File: config.mk
export PLATFORM = sky130hd
export DESIGN_NAME = fir_out_requant_flat
export DESIGN_NICKNAME = d
export VERILOG_FILES = /design/src/rtl/fir_out_requant_if.sv /design/src/rtl/fir_out_requant.sv /design/src/flat_wrapper.sv
export SDC_FILE = /design/constraint.sdc
export NUM_CORES = 1
export LEC_CHECK = 0
export CAP_MARGIN = 20
export CORE_ASPECT_RATIO = 1.1
export CORE_MARGIN = 2
export CORE_UTILIZATION = 30
export DETAILED_ROUTE_END_ITERATION = 12
export PLACE_DENSITY = 0.51
export RECOVER_POWER = 25
export SLEW_MARGIN = 20
export SYNTH_ARGS = -nofsm -noshare
export SYNTH_HDL_FRONTEND = slang
export SYNTH_SLANG_ARGS = --single-unit
File: constraint.sdc
create_clock -name clk -period 1.8 [get_ports clk]
set_clock_uncertainty 0.1 [all_clocks]
set_input_delay 0.36 -clock clk [delete_from_list [all_inputs] [get_ports clk]]
set_output_delay 0.36 -clock clk [all_outputs]
set_load 0.1 [all_outputs]
File: src/rtl/fir_out_requant_if.sv
// AXI-Stream style handshake bundle (tdata/tvalid/tready) for the FIR requantiser.
interface fir_out_requant_if #(
  parameter int W = 16
);
  logic [W-1:0] tdata;
  logic         tvalid;
  logic         tready;

  modport master (output tdata, output tvalid, input tready);
  modport slave  (input tdata, input tvalid, output tready);
endinterface

File: src/rtl/fir_out_requant.sv
// Requantises the signed FIR accumulator stream to OUT_W bits (shift, round-half-up, saturate)
// behind an output register plus skid buffer. Optional saturation counter: FIR_REQUANT_STATS_EN.
module fir_out_requant #(
  parameter int IN_W    = 32,
  parameter int OUT_W   = 16,
  parameter int SHIFT_W = 5
) (
  input  logic               clk,
  input  logic               reset,
  fir_out_requant_if.slave   s_axis,
  fir_out_requant_if.master  m_axis,
  output logic               m_axis_tsat,
  input  logic [SHIFT_W-1:0] shift_amt,
  output logic [15:0]        sat_count,
  input  logic               clear_stats
);

  localparam logic [SHIFT_W-1:0] SH_MAX  = SHIFT_W'(IN_W - 1);
  localparam logic [IN_W:0]      RND_ONE = (IN_W + 1)'(1);
  localparam logic signed [IN_W:0] SAT_HI = {{(IN_W - OUT_W + 2){1'b0}}, {(OUT_W - 1){1'b1}}};
  localparam logic signed [IN_W:0] SAT_LO = {{(IN_W - OUT_W + 2){1'b1}}, {(OUT_W - 1){1'b0}}};

  // One extra bit of headroom so the rounding constant can never wrap the sum.
  function automatic logic signed [IN_W:0] round_shift(input logic signed [IN_W-1:0] d,
                                                       input logic [SHIFT_W-1:0]   sh);
    logic [SHIFT_W-1:0]     sh_c;
    logic [IN_W:0]          rnd;
    logic signed [IN_W:0]   sum;
    sh_c = (sh > SH_MAX) ? SH_MAX : sh;
    rnd  = '0;
    if (sh_c != '0) rnd = RND_ONE << (sh_c - SHIFT_W'(1));
    sum  = $signed({d[IN_W-1], d}) + $signed(rnd);
    return sum >>> sh_c;
  endfunction

  // Returns {sat_flag, sample}.
  function automatic logic [OUT_W:0] saturate(input logic signed [IN_W:0] q);
    logic [OUT_W:0] r;
    if (q > SAT_HI)      r = {1'b1, 1'b0, {(OUT_W - 1){1'b1}}};
    else if (q < SAT_LO) r = {1'b1, 1'b1, {(OUT_W - 1){1'b0}}};
    else                 r = {1'b0, q[OUT_W-1:0]};
    return r;
  endfunction

  // ---- stage p0: combinational requantisation of the offered input sample ----
  logic [OUT_W:0] req_p0;
  logic           accept;
  logic           out_fire;
  logic           out_free;

  assign req_p0 = saturate(round_shift(s_axis.tdata, shift_amt));

  // ---- stage p1: output register and skid register ----
  logic [OUT_W-1:0] data_p1;
  logic             sat_p1;
  logic             vld_p1;
  logic [OUT_W-1:0] skid_data_p1;
  logic             skid_sat_p1;
  logic             skid_vld_p1;

  // tready comes straight from the skid flop, so m_axis.tready never reaches it combinationally.
  assign s_axis.tready = ~skid_vld_p1;
  assign accept        = s_axis.tvalid & ~skid_vld_p1;
  assign out_fire      = vld_p1 & m_axis.tready;
  assign out_free      = ~vld_p1 | m_axis.tready;

  always_ff @(posedge clk or posedge reset) begin
    if (reset) begin
      vld_p1      <= 1'b0;
      skid_vld_p1 <= 1'b0;
      data_p1     <= '0;
      sat_p1      <= 1'b0;
    end else if (skid_vld_p1) begin
      if (out_fire) begin
        data_p1     <= skid_data_p1;
        sat_p1      <= skid_sat_p1;
        skid_vld_p1 <= 1'b0;
      end
    end else if (accept) begin
      if (out_free) begin
        data_p1 <= req_p0[OUT_W-1:0];
        sat_p1  <= req_p0[OUT_W];
        vld_p1  <= 1'b1;
      end else begin
        skid_vld_p1 <= 1'b1;
      end
    end else if (out_fire) begin
      vld_p1 <= 1'b0;
    end
  end

  // Skid payload is qualified by skid_vld_p1, so it needs no reset.
  always_ff @(posedge clk) begin
    if (accept && !out_free) begin
      skid_data_p1 <= req_p0[OUT_W-1:0];
      skid_sat_p1  <= req_p0[OUT_W];
    end
  end

  assign m_axis.tdata  = data_p1;
  assign m_axis.tvalid = vld_p1;
  assign m_axis_tsat   = sat_p1;

`ifdef FIR_REQUANT_STATS_EN
  logic [15:0] sat_cnt_p1;

  always_ff @(posedge clk or posedge reset) begin
    if (reset) begin
      sat_cnt_p1 <= '0;
    end else if (clear_stats) begin
      sat_cnt_p1 <= '0;
    end else if (out_fire && sat_p1 && (sat_cnt_p1 != 16'hFFFF)) begin
      sat_cnt_p1 <= sat_cnt_p1 + 16'd1;
    end
  end

  assign sat_count = sat_cnt_p1;
`else
  logic unused_clear_stats;
  assign unused_clear_stats = clear_stats;
  assign sat_count          = '0;
`endif

endmodule

File: src/flat_wrapper.sv
// flat-port wrapper written by rule: the top's interface ports become plain ports
module fir_out_requant_flat 
#(
  parameter int IN_W    = 32,
  parameter int OUT_W   = 16,
  parameter int SHIFT_W = 5
)
  (clk, reset, m_axis_tsat, shift_amt, sat_count, clear_stats, s_axis_tdata, s_axis_tvalid, s_axis_tready, m_axis_tdata, m_axis_tvalid, m_axis_tready);
  fir_out_requant_if #(.W(IN_W)) s_axis_i ();
  fir_out_requant_if #(.W(OUT_W)) m_axis_i ();
  input  logic clk;
  input  logic reset;
  output logic m_axis_tsat;
  input  logic [SHIFT_W-1:0] shift_amt;
  output logic [15:0] sat_count;
  input  logic clear_stats;
  input wire logic [$bits(s_axis_i.tdata)-1:0] s_axis_tdata;
  input wire logic [$bits(s_axis_i.tvalid)-1:0] s_axis_tvalid;
  output wire logic [$bits(s_axis_i.tready)-1:0] s_axis_tready;
  output wire logic [$bits(m_axis_i.tdata)-1:0] m_axis_tdata;
  output wire logic [$bits(m_axis_i.tvalid)-1:0] m_axis_tvalid;
  input wire logic [$bits(m_axis_i.tready)-1:0] m_axis_tready;
  assign s_axis_i.tdata = s_axis_tdata;
  assign s_axis_i.tvalid = s_axis_tvalid;
  assign s_axis_tready = s_axis_i.tready;
  assign m_axis_tdata = m_axis_i.tdata;
  assign m_axis_tvalid = m_axis_i.tvalid;
  assign m_axis_i.tready = m_axis_tready;
  fir_out_requant #(.IN_W(IN_W), .OUT_W(OUT_W), .SHIFT_W(SHIFT_W)) u_core (.clk(clk), .reset(reset), .s_axis(s_axis_i), .m_axis(m_axis_i), .m_axis_tsat(m_axis_tsat), .shift_amt(shift_amt), .sat_count(sat_count), .clear_stats(clear_stats));
endmodule
[Word level (Yosys, flattened, before mapping)]
Cells that the tools add are included.
Word-level totals
  bits in registers: 36
  bits of input ports: 42
  output and inout port bits: 35
  word-level logic and storage cells: 47
Operators by class
  add/sub/neg operators: 2
  order comparisons: 3
  equality and inequality tests: 2
  shifts and indexed selects: 2
  muxes and demuxes: 19
  bitwise gates (word level): 5
  reduce and logical (&&, ||, !) cells: 8
Operators with widths (count)
  2-to-1 mux 16 bit: 4
  2-to-1 mux 17 bit: 2
  adder 32 x 33 -> 33 bit: 1
  greater-than comparator 33 x 16 -> 1 bit, second input constant: 1
  < comparator 33 x 16 -> 1 bit, second input constant: 1
  2-to-1 mux 33 bit: 1
  << shifter 1 x 5 -> 33 bit, first input constant: 1
  >>> shifter 33 x 5 -> 33 bit: 1
  2-to-1 mux 1 bit: 11
  AND reduction 3 bit: 2
  nonzero test 2 bit: 3
  greater-than comparator 5 bit, second input constant: 1
  2-to-1 mux 5 bit: 1
  nonzero test 5 bit: 1
  subtractor 5 x 1 -> 5 bit, second input constant: 1
  bitwise AND 1 bit: 2
  != test 2 x 1 -> 1 bit, second input constant: 1
  != test 2 bit, second input constant: 1
  NOT 1 bit: 2
  logical AND 1 bit: 1
  zero test 1 bit: 1
  bitwise OR 1 bit: 1

[Logic depth before layout (Yosys ltp)]
  depth in word-level cells: 13
  gate-level depth with buffers: 24

[Worst setup path after synthesis]
Ideal clock, no wire load.
  path kind: input -> register
  start point: input shift_amt[3]
  end point: register u_core.data_p1[2], in the netlist u_core.m_axis.tdata[2]
  library setup time: 0.126 ns
  arrival time: 5.580 ns
  slack: -4.006 ns
  stages on the path: 23
  buffers on the path: 6
  cell sequence: clkbuf_1 -> clkbuf_1 -> clkbuf_1 -> clkbuf_1 -> nand3_1 -> nor2_1 -> ha_1 -> buf_6 -> a21oi_1 -> nor2_1 -> o31a_1 -> a2111oi_4 -> a21bo_2 -> o211ai_2 -> inv_2 -> a2111oi_2 -> a221oi_1 -> and2_4 -> or4b_4 -> nor4b_4 -> buf_6 -> o221ai_2 -> a221o_1
On the way
  word-level cells in the longest chain between the ends: 13
RTL lines
  start, declared: line flat_wrapper.sv:14  | input logic [SHIFT_W-1:0] shift_amt;
  greater-than comparator 5 bit: line fir_out_requant.sv:29  | sh_c = (sh > SH_MAX) ? SH_MAX : sh;
  2-to-1 mux 5 bit *: line fir_out_requant.sv:29
  subtractor 5 x 1 -> 5 bit: line fir_out_requant.sv:31  | if (sh_c != '0) rnd = RND_ONE << (sh_c - SHIFT_W'(1));
  << shifter 1 x 5 -> 33 bit: line fir_out_requant.sv:31
  2-to-1 mux 33 bit: line fir_out_requant.sv:31
  adder 32 x 33 -> 33 bit: line fir_out_requant.sv:32  | sum = $signed({d[IN_W-1], d}) + $signed(rnd);
  >>> shifter 33 x 5 -> 33 bit *: line fir_out_requant.sv:33  | return sum >>> sh_c;
  < comparator 33 x 16 -> 1 bit: line fir_out_requant.sv:40  | else if (q < SAT_LO) r = {1'b1, 1'b1, {(OUT_W - 1){1'b0}}};
  2-to-1 mux 17 bit: line fir_out_requant.sv:40
  2-to-1 mux 17 bit *: line fir_out_requant.sv:39  | if (q > SAT_HI) r = {1'b1, 1'b0, {(OUT_W - 1){1'b1}}};
  named net u_core.req_p0[2]: line fir_out_requant.sv:46  | logic [OUT_W:0] req_p0;
  2-to-1 mux 16 bit *: line fir_out_requant.sv:80  | if (out_free) begin
  2-to-1 mux 16 bit *: line fir_out_requant.sv:79  | end else if (accept) begin
  2-to-1 mux 16 bit *: line fir_out_requant.sv:73  | end else if (skid_vld_p1) begin
  end signal, assigned: line fir_out_requant.sv:75  | data_p1 <= skid_data_p1;
  end signal, assigned: line fir_out_requant.sv:81  | data_p1 <= req_p0[OUT_W-1:0];
  end, declared: line fir_out_requant.sv:54  | logic [OUT_W-1:0] data_p1;
Mark *: on every way through the listed nets, which the timed path passes. The rest lies on a longest branch. The select of a mux whose other input is x is not followed.
A chain may end at the register's enable or synchronous reset.

[Final worst setup path]
  start point: input shift_amt[1]
  end point: register u_core.data_p1[11], in the netlist u_core.m_axis.tdata[11]
Same word-level chain as after synthesis.

==> impl_metrics.xml <==
<?xml version="1.0" encoding="UTF-8"?>
<metrics>
  <group name="timing">
    <metric name="finalSetupViolations" unit="">34</metric>
    <metric name="finalCriticalPeriod" unit="ps">5130</metric>
    <metric name="finalHoldWorstSlack" unit="ps">432</metric>
    <metric name="finalSetupTns" unit="ps">-102670</metric>
    <metric name="final.period_utilization" unit="%">285</metric>
    <metric name="maxSlewViolCount" unit="">0</metric>
    <metric name="max_clock_freq" unit="MHz">195</metric>
    <metric name="report.final.hold_viol_count" unit="">0</metric>
    <metric name="grt_setup_unrepaired" unit="">yes</metric>
    <metric name="layout_setup_ws" unit="ps">-3330</metric>
    <metric name="worst-slew-pin-transition" unit="ps">1090</metric>
    <metric name="relative_slew_slack" unit="%">27.1</metric>
  </group>
  <group name="clocking">
    <metric name="cts-buffers-inserted" unit="">5</metric>
    <metric name="cts_num_sinks" unit="">36</metric>
    <metric name="worst_setup_hold_path_clk_slew" unit="ps">60</metric>
    <metric name="htree_num_levels" unit="">2</metric>
    <metric name="clkLatencyLatePin" unit="ps">280</metric>
    <metric name="holdBufCountCts" unit="">0</metric>
    <metric name="cts.root.buffer_cell" unit="">sky130_fd_sc_hd__clkbuf_16</metric>
    <metric name="cts-root-to-sink-buffers" unit="">2</metric>
    <metric name="tritoncts" unit="">yes</metric>
  </group>
  <group name="global_route">
    <metric name="overflow" unit="">0</metric>
    <metric name="track_usage" unit="%">24.1</metric>
    <metric name="largest_net_degree_at_the_start_of_global_routing" unit="">36</metric>
    <metric name="wire_length_of_the_first_global_routing_pass" unit="um">46000</metric>
    <metric name="grt_antenna_before_repair" unit="">0</metric>
    <metric name="first_global_vias" unit="">8493</metric>
  </group>
  <group name="placed_design">
    <metric name="gp_congestion" unit="">0.997</metric>
    <metric name="dp_worst_slack" unit="ps">-4140</metric>
    <metric name="port_buffers" unit="">59</metric>
    <metric name="post-dp-hpwl" unit="um">23400</metric>
  </group>
  <group name="floorplanning">
    <metric name="die_height" unit="um">160</metric>
    <metric name="ios" unit="">77</metric>
    <metric name="core.rowCount" unit="">57</metric>
    <metric name="initial_core_util" unit="%">30.4</metric>
    <metric name="placeableCoreArea" unit="um^2">22000</metric>
    <metric name="floorplan.die_area" unit="um^2">23500</metric>
    <metric name="die_x" unit="um">146</metric>
  </group>
  <group name="finish">
    <metric name="multiInputGateArea" unit="um^2">6020</metric>
    <metric name="layout.nets" unit="">1370</metric>
    <metric name="fillers" unit="">2204</metric>
    <metric name="final_layout_size_suffix_gt1_share" unit="%">43.0</metric>
    <metric name="area.growth.synth_to_final" unit="%">69.6</metric>
    <metric name="layout.area.seq" unit="um^2">987</metric>
    <metric name="finish.utilization" unit="%">51.5</metric>
    <metric name="mostFrequentLayoutCell" unit="">sky130_fd_sc_hd__buf_4</metric>
    <metric name="n_antenna_cell" unit="">0</metric>
    <metric name="most-common-layout-cells" unit="">sky130_fd_sc_hd__buf_4, sky130_fd_sc_hd__nand2_1, sky130_fd_sc_hd__nor2_1, sky130_fd_sc_hd__a21oi_1, sky130_fd_sc_hd__o21ai_0</metric>
  </group>
  <group name="worst_setup_path">
    <metric name="worst-setup-path-type" unit="">in2reg</metric>
    <metric name="critical_path.reg2reg.startpoint" unit="">u_core.skid_vld_p1</metric>
    <metric name="crit_path_max_fanout" unit="">5</metric>
    <metric name="cp.required" unit="ps">1840</metric>
    <metric name="arrival" unit="ps">5170</metric>
    <metric name="critical_path.endpoint_type" unit="">flop</metric>
    <metric name="cp-start-kind" unit="">input pin</metric>
    <metric name="timing.critical_path.from" unit="">shift_amt[1]</metric>
  </group>
  <group name="route">
    <metric name="routed-via-count" unit="">8773</metric>
    <metric name="dr.first_iter.drc_count" unit="">555</metric>
    <metric name="drt_first_pass_iters" unit="">7</metric>
    <metric name="totalWireLength" unit="um">28900</metric>
    <metric name="remaining_drcs" unit="">0</metric>
    <metric name="route.detailed.wl_per_inst" unit="um">18.2</metric>
    <metric name="detail-route-antenna-nets" unit="">0</metric>
    <metric name="vias_per_cell" unit="">5.51</metric>
  </group>
  <group name="power_and_ir_drop">
    <metric name="max-vdd-ir-drop" unit="mV">0.537</metric>
    <metric name="power" unit="W">0.00836</metric>
    <metric name="power_per_cell_area" unit="nW/um^2">738</metric>
    <metric name="power_leakage" unit="nW">4.84</metric>
  </group>
  <group name="synth">
    <metric name="synthesis.instances" unit="">921</metric>
    <metric name="yosys_warnings" unit="">0</metric>
    <metric name="number_of_enable_type_register_cells_in_the_synthesized_netlist" unit="">17</metric>
    <metric name="syn_avg_cell_area" unit="um^2">7.25</metric>
    <metric name="share_of_the_yosys_chip_area_belonging_to_registers" unit="%">14.8</metric>
    <metric name="ys.flop_type" unit="">sky130_fd_sc_hd__dfrtp_1</metric>
    <metric name="syn_area" unit="um^2">6680</metric>
    <metric name="number_of_distinct_library_cells_after_synthesis" unit="">88</metric>
    <metric name="synth-seq-cells" unit="">36</metric>
    <metric name="synthArstFlopShare" unit="%">52.8</metric>
  </group>
  <group name="status">
    <metric name="result_of_the_run" unit="">finished with violations</metric>
    <metric name="failing_checks" unit="">setup timing</metric>
  </group>
  <group name="worst_hold_path">
    <metric name="hold_start" unit="">u_core.skid_data_p1[15]</metric>
    <metric name="min_path_type" unit="">reg2reg</metric>
  </group>
  <group name="run">
    <metric name="timing.max_cap.violations" unit="">0</metric>
  </group>
</metrics>
flip-flops by register name (all words and copies together) (netlist names):
| signal | flops |
|---|---|
| u_core.m_axis_tsat | 1 |
| u_core.skid_data_p1 | 16 |
| u_core.skid_vld_p1 | 1 |
| u_core.m_axis.tdata | 16 |
| u_core.m_axis.tvalid | 1 |
| u_core.skid_sat_p1 | 1 |
metrics by stage:
| step | std cells | instance area (um^2) |
|---|---|---|
| after global placement | 1549 | 10300 |
| after CTS | 1580 | 11000 |
| after floorplan | 937 | 7030 |
| after global routing | 1591 | 11300 |
| final | 1591 | 11300 |
| after detailed placement | 1549 | 10300 |
layout make-up:
type / instances / share of cell area [%]
Clock buffer: 5 / 1.11
Clock inverter: 3 / 0.166
Inverter: 19 / 0.884
Multi-Input combinational cell: 802 / 53.1
Sequential cell: 36 / 8.72
Tap cell: 295 / 3.26
Timing Repair Buffer: 431 / 32.7
worst paths after layout:
check	end	slack, ps	cells after the start
max	u_core.m_axis.tdata[11]	-3330	24
min	u_core.m_axis.tdata[15]	430	2
max reg2reg	u_core.m_axis.tdata[11]	-30	6
min reg2reg	u_core.m_axis.tdata[15]	430	2
max in group asynchronous	u_core.m_axis.tvalid	250	3
min in group asynchronous	u_core.m_axis.tvalid	620	3
critical path, stage by stage:
cell and delay (ps):
sky130_fd_sc_hd__buf_8 100, sky130_fd_sc_hd__buf_6 120, sky130_fd_sc_hd__inv_8 60, sky130_fd_sc_hd__nand2_8 60
sky130_fd_sc_hd__nor3_4 200, sky130_fd_sc_hd__ha_2 210, sky130_fd_sc_hd__inv_2 40, sky130_fd_sc_hd__fa_2 380
sky130_fd_sc_hd__nand2b_4 160, sky130_fd_sc_hd__a21oi_4 260, sky130_fd_sc_hd__o21ai_4 130, sky130_fd_sc_hd__a31oi_4 270
sky130_fd_sc_hd__mux2i_4 340, sky130_fd_sc_hd__buf_4 170, sky130_fd_sc_hd__o32ai_4 80, sky130_fd_sc_hd__buf_4 150
sky130_fd_sc_hd__a22oi_1 160, sky130_fd_sc_hd__o221ai_1 190, sky130_fd_sc_hd__or4b_4 550, sky130_fd_sc_hd__nor4b_4 370
sky130_fd_sc_hd__buf_6 180, sky130_fd_sc_hd__buf_12 110, sky130_fd_sc_hd__o221ai_4 110, sky130_fd_sc_hd__a221o_1 380
Yosys cell counts (20+ instances only):
library cell / instances / area [um^2]
sky130_fd_sc_hd__nand3_1: 20 / 100
sky130_fd_sc_hd__clkbuf_1: 39 / 146
sky130_fd_sc_hd__xnor2_1: 20 / 175
sky130_fd_sc_hd__ha_1: 32 / 400
sky130_fd_sc_hd__nand2_1: 107 / 402
sky130_fd_sc_hd__and3_1: 20 / 125
sky130_fd_sc_hd__a21oi_1: 77 / 385
sky130_fd_sc_hd__nor2_1: 94 / 353
sky130_fd_sc_hd__a211oi_1: 22 / 165
sky130_fd_sc_hd__mux2i_1: 24 / 240
sky130_fd_sc_hd__nor3_1: 29 / 145
sky130_fd_sc_hd__o21ai_0: 51 / 255
routing by layer:
layer | wire length [um] | vias up | share of wire, % | global-route usage, %
li1 | - | 4271 | - | -
met5 | 0 | - | 0 | 0
met2 | 14700 | 272 | 51 | 44.8
met3 | 931 | 70 | 3.2 | 1.31
met4 | 1090 | 0 | 3.8 | 7.46
met1 | 12200 | 4160 | 42 | 29.8
where the power goes:
part           switching (W)  internal (W)
logic                0.00360       0.00252
registers           0.000257       0.00116
clock network       0.000326      0.000507
total                0.00418       0.00418
timing repair:
action	in CTS	in global routing
resized for setup	118	50
gates cloned	1	0
pin swaps	49	32
endpoints found under the setup margin	34	34
setup buffers	22	14
logic make-up after synthesis:
group / count (synthesis) / synth area share [%]
muxes: 33 / 5.83
adders and majority gates: 33 / 6.30
and+or+nand+nor: 348 / 25.0
other: 1 / 0.0562
AOI/OAI and AO/OA: 347 / 37.8
buffers and inverters: 99 / 7.10
DFF: 36 / 14.8
xor gates and xnor gates: 24 / 3.15
No activity file was read; power rests on OpenSTA's default activity.
